--- src/rtl/volume_pkg.sv ---
// Shared constants and types for the volume ramp / gain stage.
// The VOLUME_ZC_EN macro (optional zero-cross gated stepping) is handled in volume_ramp.sv.
package volume_pkg;

  localparam int DEF_SAMPLE_W = 16;
  localparam int DEF_GAIN_W   = 8;

  // Gain is unsigned Q1.7: 128 is unity and 7 fractional bits are dropped after the multiply.
  localparam int UNITY_GAIN = 128;
  localparam int GAIN_FRAC  = 7;

  // Output clamp limits for the default 16-bit sample width.
  localparam int SAT_MAX = 32767;
  localparam int SAT_MIN = -32768;

  typedef enum logic [1:0] {
    MUTED   = 2'd0,
    RAMPING = 2'd1,
    IDLE    = 2'd2
  } vol_state_t;

endpackage

--- src/rtl/gain_sat_mul.sv ---
// Two-stage gain multiplier for one channel.
// Stage 1 registers sample * gain. Stage 2 shifts the product right by GAIN_FRAC,
// rounding toward -inf, then clamps to the sample range.
// The valid strobe follows the data through both stages. Both data registers
// hold their value between strobes.
module gain_sat_mul
  import volume_pkg::*;
#(
  parameter int SAMPLE_W = DEF_SAMPLE_W,
  parameter int GAIN_W   = DEF_GAIN_W
) (
  input  logic                clk,
  input  logic                rst_n,
  input  logic                strobe,
  input  logic [SAMPLE_W-1:0] sample,
  input  logic [GAIN_W-1:0]   gain,
  output logic [SAMPLE_W-1:0] result,
  output logic                result_valid
);

  localparam int PW = SAMPLE_W + GAIN_W + 1;
  localparam logic signed [PW-1:0] MAXV = {{(PW-SAMPLE_W+1){1'b0}}, {(SAMPLE_W-1){1'b1}}};
  localparam logic signed [PW-1:0] MINV = {{(PW-SAMPLE_W+1){1'b1}}, {(SAMPLE_W-1){1'b0}}};

  logic signed [PW-1:0] sample_ext;
  logic signed [PW-1:0] gain_ext;
  logic signed [PW-1:0] prod_d;
  logic signed [PW-1:0] prod_q;
  logic signed [PW-1:0] shifted;
  logic [SAMPLE_W-1:0]  sat;
  logic                 stage1_valid;

  // Widen both operands to the full product width.
  // The product is at most 2^(SAMPLE_W-1) * (2^GAIN_W - 1), so it cannot wrap.
  always_comb begin
    sample_ext = {{(GAIN_W+1){sample[SAMPLE_W-1]}}, sample};
    gain_ext   = {{(SAMPLE_W+1){1'b0}}, gain};
    prod_d     = sample_ext * gain_ext;
  end

  // Stage 1: capture the product on a strobe.
  always_ff @(posedge clk or negedge rst_n) begin
    if (!rst_n) begin
      prod_q       <= '0;
      stage1_valid <= 1'b0;
    end else begin
      stage1_valid <= strobe;
      if (strobe) prod_q <= prod_d;
    end
  end

  // Arithmetic shift rounds toward -inf, then clamp to the sample range.
  always_comb begin
    shifted = prod_q >>> GAIN_FRAC;
    if (shifted > MAXV)      sat = MAXV[SAMPLE_W-1:0];
    else if (shifted < MINV) sat = MINV[SAMPLE_W-1:0];
    else                     sat = shifted[SAMPLE_W-1:0];
  end

  // Stage 2: drive the output and hold it until the next sample.
  always_ff @(posedge clk or negedge rst_n) begin
    if (!rst_n) begin
      result       <= '0;
      result_valid <= 1'b0;
    end else begin
      result_valid <= stage1_valid;
      if (stage1_valid) result <= sat;
    end
  end

endmodule

--- src/rtl/volume_ramp.sv ---
// Stereo output gain/mute stage with a click-free gain ramp.
// On every sample strobe the gain moves up to STEP toward its effective target.
// The effective target is 0 while muted, otherwise gain_target_in.
// Each sample is scaled by the gain in effect before that strobe's update.
// Optional macro VOLUME_ZC_EN: a step is applied only at a left-channel sign
// change, or once ZC_TIMEOUT strobes have passed without a crossing.
//
// state   | meaning
// --------+-----------------------------------------------
// MUTED   | gain_cur == 0 and effective target == 0
// RAMPING | gain_cur != effective target (step pending)
// IDLE    | gain_cur == effective target, non-zero
module volume_ramp
  import volume_pkg::*;
#(
  parameter int SAMPLE_W   = DEF_SAMPLE_W,
  parameter int GAIN_W     = DEF_GAIN_W,
  parameter int STEP       = 1,
  parameter int ZC_TIMEOUT = 64
) (
  input  logic                clk_in,
  input  logic                rst_in,
  input  logic                sample_valid_in,
  input  logic                mute_in,
  input  logic [GAIN_W-1:0]   gain_target_in,
  input  logic [SAMPLE_W-1:0] data_dry_l,
  input  logic [SAMPLE_W-1:0] data_dry_r,
  output logic [SAMPLE_W-1:0] data_wet_l,
  output logic [SAMPLE_W-1:0] data_wet_r,
  output logic                data_valid_out,
  output logic                ramp_busy_out
);

  if (STEP < 1 || ZC_TIMEOUT < 1) begin : g_bad_param
    $error("volume_ramp: STEP and ZC_TIMEOUT must both be at least 1");
  end

  localparam logic [GAIN_W-1:0] STEP_G = GAIN_W'(STEP);

  vol_state_t        state;
  vol_state_t        state_next;
  logic [GAIN_W-1:0] gain_cur;
  logic [GAIN_W-1:0] gain_next;
  logic [GAIN_W-1:0] gain_stepped;
  logic [GAIN_W-1:0] eff_target;
  logic              step_ok;
  logic              valid_l;
  logic              valid_r;

  // Mute overrides the requested gain.
  always_comb eff_target = mute_in ? '0 : gain_target_in;

  // Move one step toward the target. Snap to the target when within STEP, so it never overshoots.
  always_comb begin
    gain_stepped = gain_cur;
    if (eff_target > gain_cur) begin
      if ((eff_target - gain_cur) <= STEP_G) gain_stepped = eff_target;
      else                                   gain_stepped = gain_cur + STEP_G;
    end else if (eff_target < gain_cur) begin
      if ((gain_cur - eff_target) <= STEP_G) gain_stepped = eff_target;
      else                                   gain_stepped = gain_cur - STEP_G;
    end
  end

`ifdef VOLUME_ZC_EN
  localparam int                  ZC_CNT_W = $clog2(ZC_TIMEOUT + 1);
  localparam logic [ZC_CNT_W-1:0] ZC_LOAD  = ZC_CNT_W'(ZC_TIMEOUT - 1);

  logic                prev_neg;
  logic                prev_zero;
  logic                cur_neg;
  logic                cur_zero;
  logic                crossing;
  logic                need_step;
  logic [ZC_CNT_W-1:0] zc_cnt;

  // A step is allowed at a sign change or zero, or once the timeout reaches terminal count.
  always_comb begin
    cur_neg   = data_dry_l[SAMPLE_W-1];
    cur_zero  = (data_dry_l == '0);
    crossing  = cur_zero || prev_zero || (cur_neg != prev_neg);
    need_step = (gain_cur != eff_target);
    step_ok   = crossing || (zc_cnt == '0);
  end

  // Track the left sample history. The timeout down-counter reloads after each applied step.
  always_ff @(posedge clk_in or negedge rst_in) begin
    if (!rst_in) begin
      prev_neg  <= 1'b0;
      prev_zero <= 1'b0;
      zc_cnt    <= ZC_LOAD;
    end else if (sample_valid_in) begin
      prev_neg  <= cur_neg;
      prev_zero <= cur_zero;
      if (!need_step || step_ok) zc_cnt <= ZC_LOAD;
      else                       zc_cnt <= zc_cnt - 1'b1;
    end
  end
`else
  // Without zero-cross gating, every strobe may step.
  always_comb step_ok = 1'b1;
`endif

  // The gain changes only on strobes where a step is allowed.
  always_comb begin
    gain_next = gain_cur;
    if (sample_valid_in && step_ok) gain_next = gain_stepped;
  end

  // Gain register: soft start from silence after reset.
  always_ff @(posedge clk_in or negedge rst_in) begin
    if (!rst_in) gain_cur <= '0;
    else         gain_cur <= gain_next;
  end

  // FSM state register.
  always_ff @(posedge clk_in or negedge rst_in) begin
    if (!rst_in) state <= MUTED;
    else         state <= state_next;
  end

  // Next state follows from the gain after this strobe's update.
  always_comb begin
    state_next = state;
    if (sample_valid_in) begin
      if (gain_next != eff_target) state_next = RAMPING;
      else if (eff_target == '0)   state_next = MUTED;
      else                         state_next = IDLE;
    end
  end

  // FSM outputs.
  always_comb ramp_busy_out = (state == RAMPING);

  gain_sat_mul #(
    .SAMPLE_W (SAMPLE_W),
    .GAIN_W   (GAIN_W)
  ) u_mul_l (
    .clk          (clk_in),
    .rst_n        (rst_in),
    .strobe       (sample_valid_in),
    .sample       (data_dry_l),
    .gain         (gain_cur),
    .result       (data_wet_l),
    .result_valid (valid_l)
  );

  gain_sat_mul #(
    .SAMPLE_W (SAMPLE_W),
    .GAIN_W   (GAIN_W)
  ) u_mul_r (
    .clk          (clk_in),
    .rst_n        (rst_in),
    .strobe       (sample_valid_in),
    .sample       (data_dry_r),
    .gain         (gain_cur),
    .result       (data_wet_r),
    .result_valid (valid_r)
  );

  assign data_valid_out = valid_l & valid_r;

endmodule

--- config.mk ---
export PLATFORM = sky130hd
export DESIGN_NAME = volume_ramp
export DESIGN_NICKNAME = d
export VERILOG_FILES = /design/src/rtl/volume_pkg.sv /design/src/rtl/gain_sat_mul.sv /design/src/rtl/volume_ramp.sv
export SDC_FILE = /design/constraint.sdc
export NUM_CORES = 1
export LEC_CHECK = 0
export CAP_MARGIN = 40
export CORE_MARGIN = 2
export CORE_UTILIZATION = 60
export DETAILED_ROUTE_END_ITERATION = 16
export DONT_BUFFER_PORTS = 1
export PLACE_DENSITY = 0.76
export RECOVER_POWER = 100
export SLEW_MARGIN = 20
export SYNTH_ARGS = -nofsm -noshare
export SYNTH_HDL_FRONTEND = slang
export SYNTH_HIERARCHICAL = 1
export SYNTH_SLANG_ARGS = --single-unit
export TNS_END_PERCENT = 50
--- constraint.sdc ---
create_clock -name clk_in -period 6.52 [get_ports clk_in]
set_clock_uncertainty 0.2 [all_clocks]
set_input_delay 1.304 -clock clk_in [delete_from_list [all_inputs] [get_ports clk_in]]
set_output_delay 1.304 -clock clk_in [all_outputs]
set_load 0.1 [all_outputs]
==> results of run 1 <==
[worst paths after layout]
| check | end | slack (ps) |
|---|---|---|
| max | u_mul_l/prod_q[21] | 540 |
| min | u_mul_l/result_valid | 230 |
| min in group asynchronous | u_mul_r/prod_q[23] | 440 |
| min reg2reg | u_mul_l/result_valid | 230 |
| max in group asynchronous | u_mul_l/prod_q[14] | 5520 |
| max reg2reg | u_mul_l/prod_q[21] | 540 |
[cells by family after synthesis]
group	synth area share
muxes	0.0242
DFF	0.139
xor gates and xnor gates	0.0266
AOI/OAI and AO/OA	0.135
adders and majority gates	0.366
and+or+nand+nor	0.205
buffers and inverters	0.105
[area by class of cell]
| class | count | area, sq um |
|---|---|---|
| timing repair buffer | 65 | 400 |
| sequential | 82 | 2050 |
| tap | 324 | 405 |
| inverter | 340 | 1280 |
| multi-input combinational | 1271 | 11100 |
| clock buffer | 10 | 239 |
| fill | 2046 | 8710 |
| clock inverter | 6 | 48.8 |
[per-layer routing]
| metal | up-vias | wire length (um) | GRT usage |
|---|---|---|---|
| li1 | 5643 | - | - |
| met1 | 5874 | 15900 | 0.392 |
| met2 | 406 | 17100 | 0.465 |
| met3 | 28 | 2390 | 0.0460 |
| met4 | 0 | 308 | 0.0511 |
| met5 | - | 0 | 0 |
[cell usage in the layout, fill, tap and decap left out, drive strengths merged, types with 11 or more instances in the layout]
| master | netlist | layout |
|---|---|---|
| buf | 8 | 28 |
| a21oi | 54 | 54 |
| o21ai | 74 | 74 |
| xnor2 | 34 | 34 |
| o211ai | 41 | 41 |
| fa | 203 | 203 |
| inv | 339 | 341 |
| and2 | 146 | 146 |
| a31oi | 15 | 15 |
| and3 | 13 | 13 |
| a21o | 14 | 14 |
| nand4 | 13 | 13 |
| nand2b | 20 | 20 |
| nand3 | 22 | 22 |
| nor3 | 11 | 11 |
| xor2 | 11 | 11 |
| clkbuf | 59 | 47 |
| nor2 | 103 | 103 |
| ha | 108 | 108 |
| nand2 | 227 | 227 |
| mux2 | 24 | 24 |
| dfrtp | 82 | 82 |
[critical path, stage by stage, from the launching register on]
cell and delay (ps):
dfrtp_1 730, buf_12 280, nand2_1 100, fa_1 530
inv_1 50, fa_1 450, ha_1 340, fa_1 490
ha_1 290, nand4b_1 100, o41ai_1 930, a31oi_1 410
nor4_1 600, nor2_1 100, o311ai_2 260
[stage by stage]
| stage | setup slack [ps] | utilization |
|---|---|---|
| floorplan | 502 | - |
| global placement | 560 | 0.621 |
| detailed placement | 498 | 0.636 |
| CTS | 762 | 0.648 |
| global route | 244 | 0.641 |
| finish | 540 | 0.641 |
[synthesized netlist by cell type, types with 5 or more instances]
library cell / instances
nor2_1: 103
and2_1: 146
nand2b_1: 20
and3_1: 12
o31ai_1: 6
o21a_1: 8
o21ai_1: 7
nor4_1: 5
nor2b_1: 6
nand2_1: 227
or3_1: 7
nor3_1: 11
a211oi_1: 5
mux2_2: 22
inv_1: 336
dfrtp_1: 82
mux2i_1: 8
a31oi_1: 14
o211ai_1: 40
nand3_1: 21
a21o_1: 14
o21bai_1: 6
clkbuf_1: 59
a21oi_1: 53
o22ai_1: 6
xor2_1: 11
o21ai_0: 66
o221ai_1: 6
ha_1: 108
fa_1: 203
nand4_1: 11
xnor2_1: 34
[registers in the layout (all words and copies together) (netlist names)]
| name | cells |
|---|---|
| u_mul_l/prod_q | 18 |
| u_mul_r/stage1_valid | 1 |
| u_mul_r/prod_q | 18 |
| u_mul_l/result_valid | 1 |
| u_mul_l/result | 16 |
| state | 2 |
| gain_cur | 8 |
| u_mul_l/stage1_valid | 1 |
| u_mul_r/result | 16 |
| u_mul_r/result_valid | 1 |
==> impl_results.md, run 1 <==
* DIE WIDTH at 161 um
* Number of synthesized flops with an enable pin at 0
* CORE AREA at 24200 sq um
* Antenna diodes at 0
* Max Cap Viol at 1
* H-Tree Level Count at 3
* First-pass GRT wire length at approximately 60000 um
* Syn-to-layout area delta at 4.95%
* FP Rows at 57
* RSZ-0062 raised after global routing: no
* Synthesized area per cell at around 8.4 sq um
* Hold WS at 227 ps
* Post-synth top area share at 0.274
* Placed Cells at 2053
* Critical Path AT at 6040 ps
* Fin nets at 2124
* Vias at 12000
* Via density per instance at 5.70
* Die height at 161 um
* Worst-case reg-to-reg path depth at 14
* Clk sink count at a little over 80
* Setup violations, final at 0
* Setup CP Type: flip-flop to flip-flop
* Initial antenna violation count at 0
* Reg clk slew, reported paths at ~70 ps
* GRT Util Overall at 0.279
* Hpwl dp at about 27000 um
* Setup bufs post-CTS at 0
* Max-slew violations at 20
* Class of the worst hold path: flip-flop to flip-flop
* Routed wire per std cell at 17.0 um
* Die area at ~26000 sq um
* Crit path from: gain_cur[2]
* FFs w/ async S/R, synth at 1.00
* Root buffer cell: clkbuf_16
* Mapped Nets at 2115
* Largest net degree at the start of global routing at 83
* Drt drc at 0
* Period utilization at 0.917
* R2R Path Start: gain_cur[2]
* Design Area, Final at between 15000 and 20000 sq um
* Hold path cells at 0
* Synth Cell Area at 14800 sq um
* Non-filler instance count after layout at ~2100
* Hold Fails Final Rpt at 0
* Crit path capture type: flip-flop
* Fmax at 167 MHz
* Vias in the first global route at 12000
* First-pass DRT Iterations at 6
* Area contributors post-synth: fa_1 27%, dfrtp_1 14%, ha_1 9.1%
* GR Overflow Total at 0
* Status: complete, but fails checks
* Synth Flop Type: dfrtp_1
* Worst-case clock buffer depth at 2
* Hold path startpoint: u_mul_l/stage1_valid
* Layout cells sized above 1 at 0.0502
* Count of different cell masters after synthesis at 95
* Clock Latency Late Sink at 360 ps
* Startpoint Class: flip-flop
* Slew headroom at -0.0764
* Total Wirelength at 35700 um
* Worst Path Max Fanout at 35
* Hold_buf cts at 0
* Tmin final at 5980 ps
* Initial core utilization at 0.611
* # IOs at a little under 80
* DRT antenna net count at 0
* Number of DRC markers in iteration 0 at 967
* Cell taking the most area after synthesis: fa_1
* Buffers on Ports at 0
* Routability cong. at 0.922
* Seq/Total Area, Yosys at 0.139
* Cells after Synth at 1760
* Cts bufs inserted at 9
* Violated checks: capacitance limit, slew limit
* Worst Tran Pin Value at 1610 ps
* Post-cts sizing count at 0
* Synth Register Bits at 82
* Cell Area, Placed at 15400 sq um
* CTS tree: yes
* Yosys warns at 6
* Critical Path RT at 6580 ps
* TNS Setup at 0 ps
Power of run 1 is not shown: default switching activity piles up to over one toggle a cycle in this logic, so the estimate is an artifact.
==> run 2, diff against run 1 <==
--- a/config.mk
+++ b/config.mk
@@ -5,12 +5,13 @@
 export SDC_FILE = /design/constraint.sdc
 export NUM_CORES = 1
 export LEC_CHECK = 0
+export ABC_CLOCK_PERIOD_IN_PS = 5300
 export CAP_MARGIN = 40
 export CORE_MARGIN = 2
 export CORE_UTILIZATION = 60
 export DETAILED_ROUTE_END_ITERATION = 16
 export DONT_BUFFER_PORTS = 1
-export PLACE_DENSITY = 0.76
+export PLACE_DENSITY = 0.79
 export RECOVER_POWER = 100
 export SLEW_MARGIN = 20
 export SYNTH_ARGS = -nofsm -noshare
==> constraint.sdc (replaced) <==
create_clock -name clk_in -period 5.3 [get_ports clk_in]
set_clock_uncertainty 0.2 [all_clocks]
set_input_delay 1.06 -clock clk_in [delete_from_list [all_inputs] [get_ports clk_in]]
set_output_delay 1.06 -clock clk_in [all_outputs]
set_load 0.1 [all_outputs]
==> impl_results.md, run 2 (synthesis results as in run 1) <==
* Status: completed
* Hold_buf cts at 0 (unchanged)
* Drt drc at 0 (unchanged)
* TNS Setup at 0 ps (unchanged)
* Reg clk slew, reported paths at 60 ps (about the same)
* Hold Fails Final Rpt at 0 (unchanged)
* WP buf/inv at 3 (+1)
* Slowest CP cell: fa_1
* H-Tree Level Count at 3 (unchanged)
* GRT Util Overall at 0.280 (+0.000926)
* DIE WIDTH at 161 um (unchanged)
* Busiest grt layer: met2
* Largest net degree at the start of global routing at 83 (unchanged)
* CP dominant cell by count: fa_1
* Crit path max-delay family: adder cells
* Class of the worst hold path: primary input to async pin
* Slew headroom at 0.162 (+0.238)
* Layout cells sized above 1 at 0.121 (+0.0707)
* Setup violations, final at 0 (unchanged)
* Hpwl dp at 27900 um (+2.1%)
* Largest regs: u_mul_l/prod_q (18), u_mul_r/prod_q (18)
* Setup CP Type: flip-flop to flip-flop
* Met1 Use GR at 0.377 (-0.0145)
* RSZ-0062 raised after global routing: yes
* Number of DRC markers in iteration 0 at 951 (-1.7%)
* Worst Path Max Fanout at 31 (-11%)
* GR Overflow Total at 0 (unchanged)
* Fmax at 194 MHz (+16%)
* Clk sink count at 82 (unchanged)
* Most frequent cells in the layout: 330 x inv_1, 222 x nand2_1, 198 x fa_1, 143 x and2_1, 104 x buf_4
* Critical Path AT at 5190 ps (-850 ps)
* Vias in the first global route at 12700 (+5.5%)
* GRT met2 Usage at 0.488 (+0.0222)
* CP cell instances: buf_12, and2_1, fa_1, fa_1, fa_1, inv_1, fa_1, inv_1, ha_1, a21o_1, a211o_1, a311oi_4, o41a_1, xnor2_1, mux2_2
* Startpoint Class: flip-flop
* Vias at 12400 (+4.0%)
* First-pass GRT wire length at 60000 um (+1.1%)
* Critical path depth at 15 (+1)
* Tmin final at 5170 ps (-814 ps)
* Die height at 161 um (unchanged)
* Critical Path RT at 5330 ps (-1250 ps)
* Via density per instance at 5.65 (-0.90%)
* Total Wirelength at 36500 um (+2.3%)
* Met3 Track Usage GR at 0.0329 (-0.0131)
* Max Cap Viol at 0 (-1)
* CORE AREA at 24200 sq um (unchanged)
* Fin nets at 2229 (+4.9%)
* Period utilization at 0.975 (+0.0575)
* Syn-to-layout area delta at 11.7%
* Initial core utilization at 0.611 (unchanged)
* Routed wire per std cell at 16.6 um (-2.6%)
* CTS tree: yes
* Worst-case clock buffer depth at 2 (unchanged)
* Cell Area, Placed at 16300 sq um (+5.3%)
* DRT antenna net count at 0 (unchanged)
* Fillcell total at 1861 (-9.0%)
* Crit path from: gain_cur[5]
* Clock Latency Late Sink at 340 ps (-20 ps)
* Initial antenna violation count at 0 (unchanged)
* Design Area, Final at 16500 sq um (+6.4%)
* Commonest non-fill, non-tap cell in the layout: inv_1
* Die area at 26000 sq um (unchanged)
* Worst-case reg-to-reg path depth at 15 (+1)
* Buffers on Ports at 0 (unchanged)
* Antenna diodes at 0 (unchanged)
* # IOs at 78 (unchanged)
* Crit path capture type: flip-flop
* R2R Path Start: gain_cur[5]
* Cts bufs inserted at 9 (unchanged)
* Routability cong. at 0.956 (+3.7%)
* Critical path's largest stage delay at 570 ps (-360 ps)
* Root buffer cell: clkbuf_16
* FP Rows at 57 (unchanged)
* Worst Tran Pin Value at 1260 ps (-351 ps)
* Max-slew violations at 0 (-100%)
* First-pass DRT Iterations at 5 (-1)
==> run 2: cell types whose count changed in the layout (fill, tap and decap cells not counted), moves of 5 or more <==
cell	delta
inv_2	+6
nand2_1	-5
buf_8	-5
fa_2	+5
ha_1	-8
buf_4	+95
dfrtp_2	+5
inv_1	-6
dfrtp_1	-5
clkbuf_1	+10
ha_4	+7
fa_1	-5
==> run 2: final timing paths <==
path	slack, ps	endpoint
setup / recovery	130	u_mul_l/prod_q[18]
max in group asynchronous	4540	u_mul_l/prod_q[8]
hold reg to reg	280	u_mul_l/result[4]
hold / removal	210	u_mul_r/result[0]
setup reg to reg	130	u_mul_l/prod_q[18]
min in group clk_in	280	u_mul_l/result[4]
==> run 2: routing by layer <==
layer,part of all wire,vias to the layer above
li1,-,5837
met1,0.44,6156
met2,0.48,376
met3,0.055,62
met4,0.020,0
met5,0,-
==> run 2: timing repair <==
action                                  in CTS  in global routing
endpoints found under the setup margin       0                 12
setup buffers                                0                  2
resized for setup                            0                 36
==> run 2: per-stage QoR <==
stage               hold slack (ps)  instances  setup WS (ps)   util
global route                    203       2202          -30.4  0.682
global placement                290       2127           -197  0.655
CTS                             209       2164           49.8  0.681
floorplan                       215       1760           -131      -
finish                          214       2202            135  0.682
detailed placement              290       2149           -253  0.670
==> run 2: layout make-up <==
cell class                 count  area [sq um]  share of cell area
clock buffer                  11           243              0.0147
clock inverter                 4          26.3             0.00159
inverter                     340          1280              0.0772
multi-input combinational   1271         11400               0.687
sequential                    82          2060               0.124
tap                          324           405              0.0245
timing repair buffer         170          1170              0.0708
Power of run 2 is left out for the same reason.
==> run 3, diff against run 2 <==
--- a/config.mk
+++ b/config.mk
@@ -13,6 +13,7 @@
 export DONT_BUFFER_PORTS = 1
 export PLACE_DENSITY = 0.79
 export RECOVER_POWER = 100
+export SKIP_CTS_REPAIR_TIMING = 1
 export SLEW_MARGIN = 20
 export SYNTH_ARGS = -nofsm -noshare
 export SYNTH_HDL_FRONTEND = slang
==> results of run 3 <==
No change in the layout: final DEF, timing and power equal those of run 2.
Power of run 3 is left out for the same reason.
==> edit 1, RTL diff (flow settings as in run 1) <==
`DEF_SAMPLE_W`: 16 -> 20.
--- a/src/rtl/volume_pkg.sv
+++ b/src/rtl/volume_pkg.sv
@@ -2,7 +2,7 @@
 // The VOLUME_ZC_EN macro (optional zero-cross gated stepping) is handled in volume_ramp.sv.
 package volume_pkg;
 
-  localparam int DEF_SAMPLE_W = 16;
+  localparam int DEF_SAMPLE_W = 20;
   localparam int DEF_GAIN_W   = 8;
 
   // Gain is unsigned Q1.7: 128 is unity and 7 fractional bits are dropped after the multiply.
Ports: changed (resized data_dry_l, data_dry_r, data_wet_l and data_wet_r); port bits go from 78 to 94. The function was not compared with the original's and may differ.
==> edit 1 against run 1 <==
Critical endpoint is now u_mul_l/prod_q[26]; final area grew 17%; area after synthesis grew 17%; sequential cell count is 16 higher; wire length rose by 23%; first-iteration DRC count is 14% lower; the flow still finishes with violations (max-capacitance violations, max-slew violations); worst setup slack worse by 0.018 ns.
Power is left out: the tool's default activity adds up to more than one toggle a clock period on the data nets, which glitch-free logic cannot reach.
==> edit 1: results (changes against run 1) <==
* inverter count of the layout excluding clock inverters: 393, +16%
* wire length on met1: 18,200 um, +15%
* number of violations of the max-capacitance limit: 1, unchanged
* portion of the layout cell area used by non-clock buffers: 0.0258, +0.0000372
* non-filler instance count after layout: 2,433, +16%
* met3 Usage GRT: 0.0404, -0.00562
* Crit path largest cell delay: 0.78 ns, -0.15 ns
* outcome: finished, violations left
* layout cells sized above 1: 0.0405, -0.00966
* clock tree cell share of total cell area: 0.0149, -0.00362
* Detailed Routing Iterations Pass 1: 5, -1
* synthesized area per cell: 8.54 sq um, +1.6%
* leading registers by flop count: u_mul_l/prod_q: 22 flops, u_mul_r/prod_q: 22 flops
* cell types with the highest counts after synthesis: 391 x inv_1, 251 x fa_1, 240 x nand2_1
* Max transition margin: -0.0625, +0.0138
* proportion of synthesized chip area in sequential cells: 0.142, +0.00308
* detailed router's first-iteration violation count: 829, -14%
* number of synthesized register bits: 98, +20%
* count of non-CTS buffers in the layout: 88, +35%
* arrival time worst endpoint: 6.05 ns, about the same
* worst hold path endpoint: u_mul_l/prod_q[15]
* Hold WS: 0.298 ns, +0.0710 ns
* critical-path maximum fanout: 21, -40%
* met2 capacity usage during global routing: 0.534, +0.0682
* startpoint of the worst setup timing path: gain_cur[3]
* largest net degree at the start of global routing: 99, +19%
* global placer's final weighted congestion: 0.936, +1.5%
* total via count after detailed routing: 14,099, +18%
* fraction of met1 tracks used by global routing: 0.372, -0.0194
* met2 wire len: 22,100 um, +29%
* capture point of the critical path: u_mul_l/prod_q[26]
* Hold Path Depth: 1, +1
* fraction of area in registers: 0.135, +0.00324
* top area cells in the synthesized netlist: fa_1 29%, dfrtp_1 14%, ha_1 9.0%
* wire length on met3: 2270 um, -4.9%
* Worst R2R Start: gain_cur[3]
* worst reg-to-reg path cell count: 16, +2
* final number of max-transition violations: 20, unchanged
* violations in the final reports: max-capacitance violations, max-slew violations
* via count of the first global-routing pass: 15,036, +25%
* worst reg2reg setup slack: 0.52 ns, -0.02 ns
==> edit 1: cell types whose count changed in the layout (fill, tap and decap cells not counted), moves of 15 or more <==
cell             run 1  this run
and2_1             144       176
dfrtp_1             82        97
o211ai_1            41        12
ha_1               108       124
inv_1              336       391
o21ai_0             67        48
fa_1               203       251
a21oi_1             53        79
o22ai_1              6        43
==> edit 1: per-stage QoR <==
stage / cell area (sq um) / setup WS, ns
floorplan: 17300 / 0.630
global placement: 17600 / 0.604
detailed placement: 18400 / 0.512
CTS: 18700 / 0.812
global route: 18100 / 0.203
finish: 18100 / 0.522
==> edit 1: kinds of logic (layout without fill, tap and decap cells) <==
group	Yosys count	count (layout)	share of synthesized area
AOI/OAI and AO/OA	341	341	0.138
xor gates and xnor gates	43	43	0.0218
adders and majority gates	375	375	0.380
buffers and inverters	474	497	0.105
DFF	98	98	0.142
muxes	29	29	0.0186
and+or+nand+nor	666	666	0.196
==> edit 2, RTL diff (flow settings as in run 1) <==
Made on the original files. Register the output `data_wet_r`, with the module's reset; this adds one clock of latency there. The other outputs are not delayed to match.
--- a/src/rtl/volume_ramp.sv
+++ b/src/rtl/volume_ramp.sv
@@ -30,6 +30,8 @@
   output logic                data_valid_out,
   output logic                ramp_busy_out
 );
+
+  logic [SAMPLE_W-1:0] data_wet_r_d;
 
   if (STEP < 1 || ZC_TIMEOUT < 1) begin : g_bad_param
     $error("volume_ramp: STEP and ZC_TIMEOUT must both be at least 1");
@@ -154,11 +156,19 @@
     .strobe       (sample_valid_in),
     .sample       (data_dry_r),
     .gain         (gain_cur),
-    .result       (data_wet_r),
+    .result       (data_wet_r_d),
     .result_valid (valid_r)
   );
 
   assign data_valid_out = valid_l & valid_r;
 
+  always_ff @(posedge clk_in or negedge rst_in) begin
+    if (!rst_in) begin
+      data_wet_r <= '0;
+    end else begin
+      data_wet_r <= data_wet_r_d;
+    end
+  end
+
 endmodule
 
Formal check against the unedited RTL: not equivalent (Yosys sat finds a counterexample within 4 cycles, from zero or initial values and one cycle with rst_in low).
==> edit 2 against run 1 <==
Worst setup slack improved by 0.23 ns; area after synthesis is 4.3% higher; sequential share of layout area increased by 2.0 points; hold slack lost 0.055 ns; sequential cell count increased by 16; wire length rose by 0.49%; final area is 3.6% higher.
Power is not shown: default switching activity piles up to over one toggle a cycle in this logic, so the estimate is an artifact.
==> edit 2: results (changes against run 1) <==
* outcome: finished, final reports clean
* capture point of the critical path: state[0]
* worst slack after detailed placement: 0.556 ns, +0.0580 ns
* Filler Cell Count: 2,185, +6.8%
* top area cells in the synthesized netlist: fa_1 26%, dfrtp_1 16%, ha_1 8.8%
* cell types with the highest counts after synthesis: 337 x inv_1, 229 x nand2_1, 203 x fa_1
* Worst Tran Pin Value: 1.25 ns, -0.361 ns
* final setup vio count: 0, unchanged
* clock buffers created by TritonCTS: 9, unchanged
* main flop type after synthesis: dfrtp_1
* met3 Usage GRT: 0.0357, -0.0103
* met2 wire len: 17,300 um, +0.97%
* via count of the first global-routing pass: 12,395, +3.3%
* Routed WL: 35,900 um, +0.49%
* largest net degree at the start of global routing: 99, +19%
* arrival time worst endpoint: 5.75 ns, -0.29 ns
* GRT Overall Usage: 0.275, -0.00444
* wire length on met3: 1870 um, -22%
* worst-skew pair later-pin latency: 0.35 ns
* final worst slack: 0.771 ns, +0.231 ns
* Worst R2R Start: gain_cur[2]
* detailed-route vias per instance: 5.73, +0.64%
* first-pass GRT wire length: 60,400 um, +1.7%
* level count of the clock H-tree: 3, unchanged
* sum of negative setup slack: 0 ns, unchanged
* antenna fix cells: 0, unchanged
* critical-path maximum fanout: 14, -60%
* leading registers by flop count: u_mul_l/prod_q: 18 flops, u_mul_r/prod_q: 18 flops
* wire length on met1: 16,200 um, +1.8%
* fraction of met1 tracks used by global routing: 0.380, -0.0114
* layout cells sized above 1: 0.0474, -0.00276
* count of unique library cells instantiated by Yosys: 97, +2.1%
* detailed router's first-iteration violation count: 819, -15%
* global placer's final weighted congestion: 0.914, -0.84%
* number of nets in the finished design: 2,164, +1.9%
* post-placement cell area: 15,900 sq um, +3.0%
* number of violations of the max-capacitance limit: 0, -1
* startpoint of the worst setup timing path: gain_target_in[3]
* Worst R2R End: u_mul_l/prod_q[20]
* worst reg2reg setup slack: 0.78 ns, +0.24 ns
* half-perimeter wire length of the detailed placement result: 28,000 um, +2.3%
* CTS clock-pin slew for the worst setup and hold paths: 0.08 ns
* worst reg-to-reg path cell count: 13, -1
* number of placed instances, taps included: 2,107, +2.6%
* antenna violations before repair: 0, unchanged
* met2 capacity usage during global routing: 0.469, +0.00315
* path category of the worst min-delay check: reg -> reg
* number of warning messages in the yosys log: 6, unchanged
* mean routed wirelength per cell: 16.7 um, -1.7%
* setup bufs post-CTS: 0, unchanged
* synthesized area per cell: 8.48 sq um, +0.81%
* sort of element at the start of the critical path: input port
* proportion of synthesized chip area in sequential cells: 0.159, +0.0203
* remaining routing DRC violations: 0, unchanged
* Detailed Routing Iterations Pass 1: 5, -1
[edit 2: changes by cell type after synthesis, moves of 8 or more]
cell and change:
a21o_1 +11, a21oi_1 +8, dfrtp_1 +16, mux2_2 -9, nor3_1 +9, xnor2_1 -10
[edit 2: logic make-up (layout without fill, tap and decap cells)]
family | Yosys count | in the layout | share of synthesized area
simple gates | 634 | 634 | 0.210
buf+inv | 411 | 405 | 0.102
fa+ha+maj | 311 | 311 | 0.351
compound gates | 311 | 311 | 0.143
flops | 98 | 98 | 0.159
xor+xnor | 33 | 33 | 0.0205
mux | 22 | 22 | 0.0156
[edit 2: how the worst min path moves through the flow]
stage | from | endpoint | slack, ns | cells after the start
after floorplan | u_mul_r/result[15] | data_wet_r[15] | 0.15 | 0
after global placement | u_mul_r/result[7] | data_wet_r[7] | 0.16 | 0
after detailed placement | u_mul_r/result[14] | data_wet_r[14] | 0.16 | 0
after CTS | u_mul_r/result[6] | data_wet_r[6] | 0.18 | 0
after global routing | u_mul_r/result[1] | data_wet_r[1] | 0.19 | 0
final | u_mul_r/result[15] | data_wet_r[15] | 0.17 | 0
[edit 2: cell type report]
class,instances,area (sq um),area share
Inverter,339,1270,0.0791
Multi-Input combinational cell,1311,11300,0.703
Sequential cell,98,2450,0.152
Clock buffer,10,239,0.0148
Timing Repair Buffer,50,319,0.0198
Tap cell,330,413,0.0257
Clock inverter,6,83.8,0.00521
[edit 2: worst max-delay path, stage by stage]
cell and delay (ns):
nor2b_1 0.44, inv_1 0.21, ha_1 0.45, inv_1 0.24
o21ai_0 0.13, mux2_2 0.27, a2111oi_0 0.59, nand2_1 0.53
or3_1 0.48, and4_1 0.21, xor2_1 0.15, nor4b_1 0.58
a31oi_1 0.18
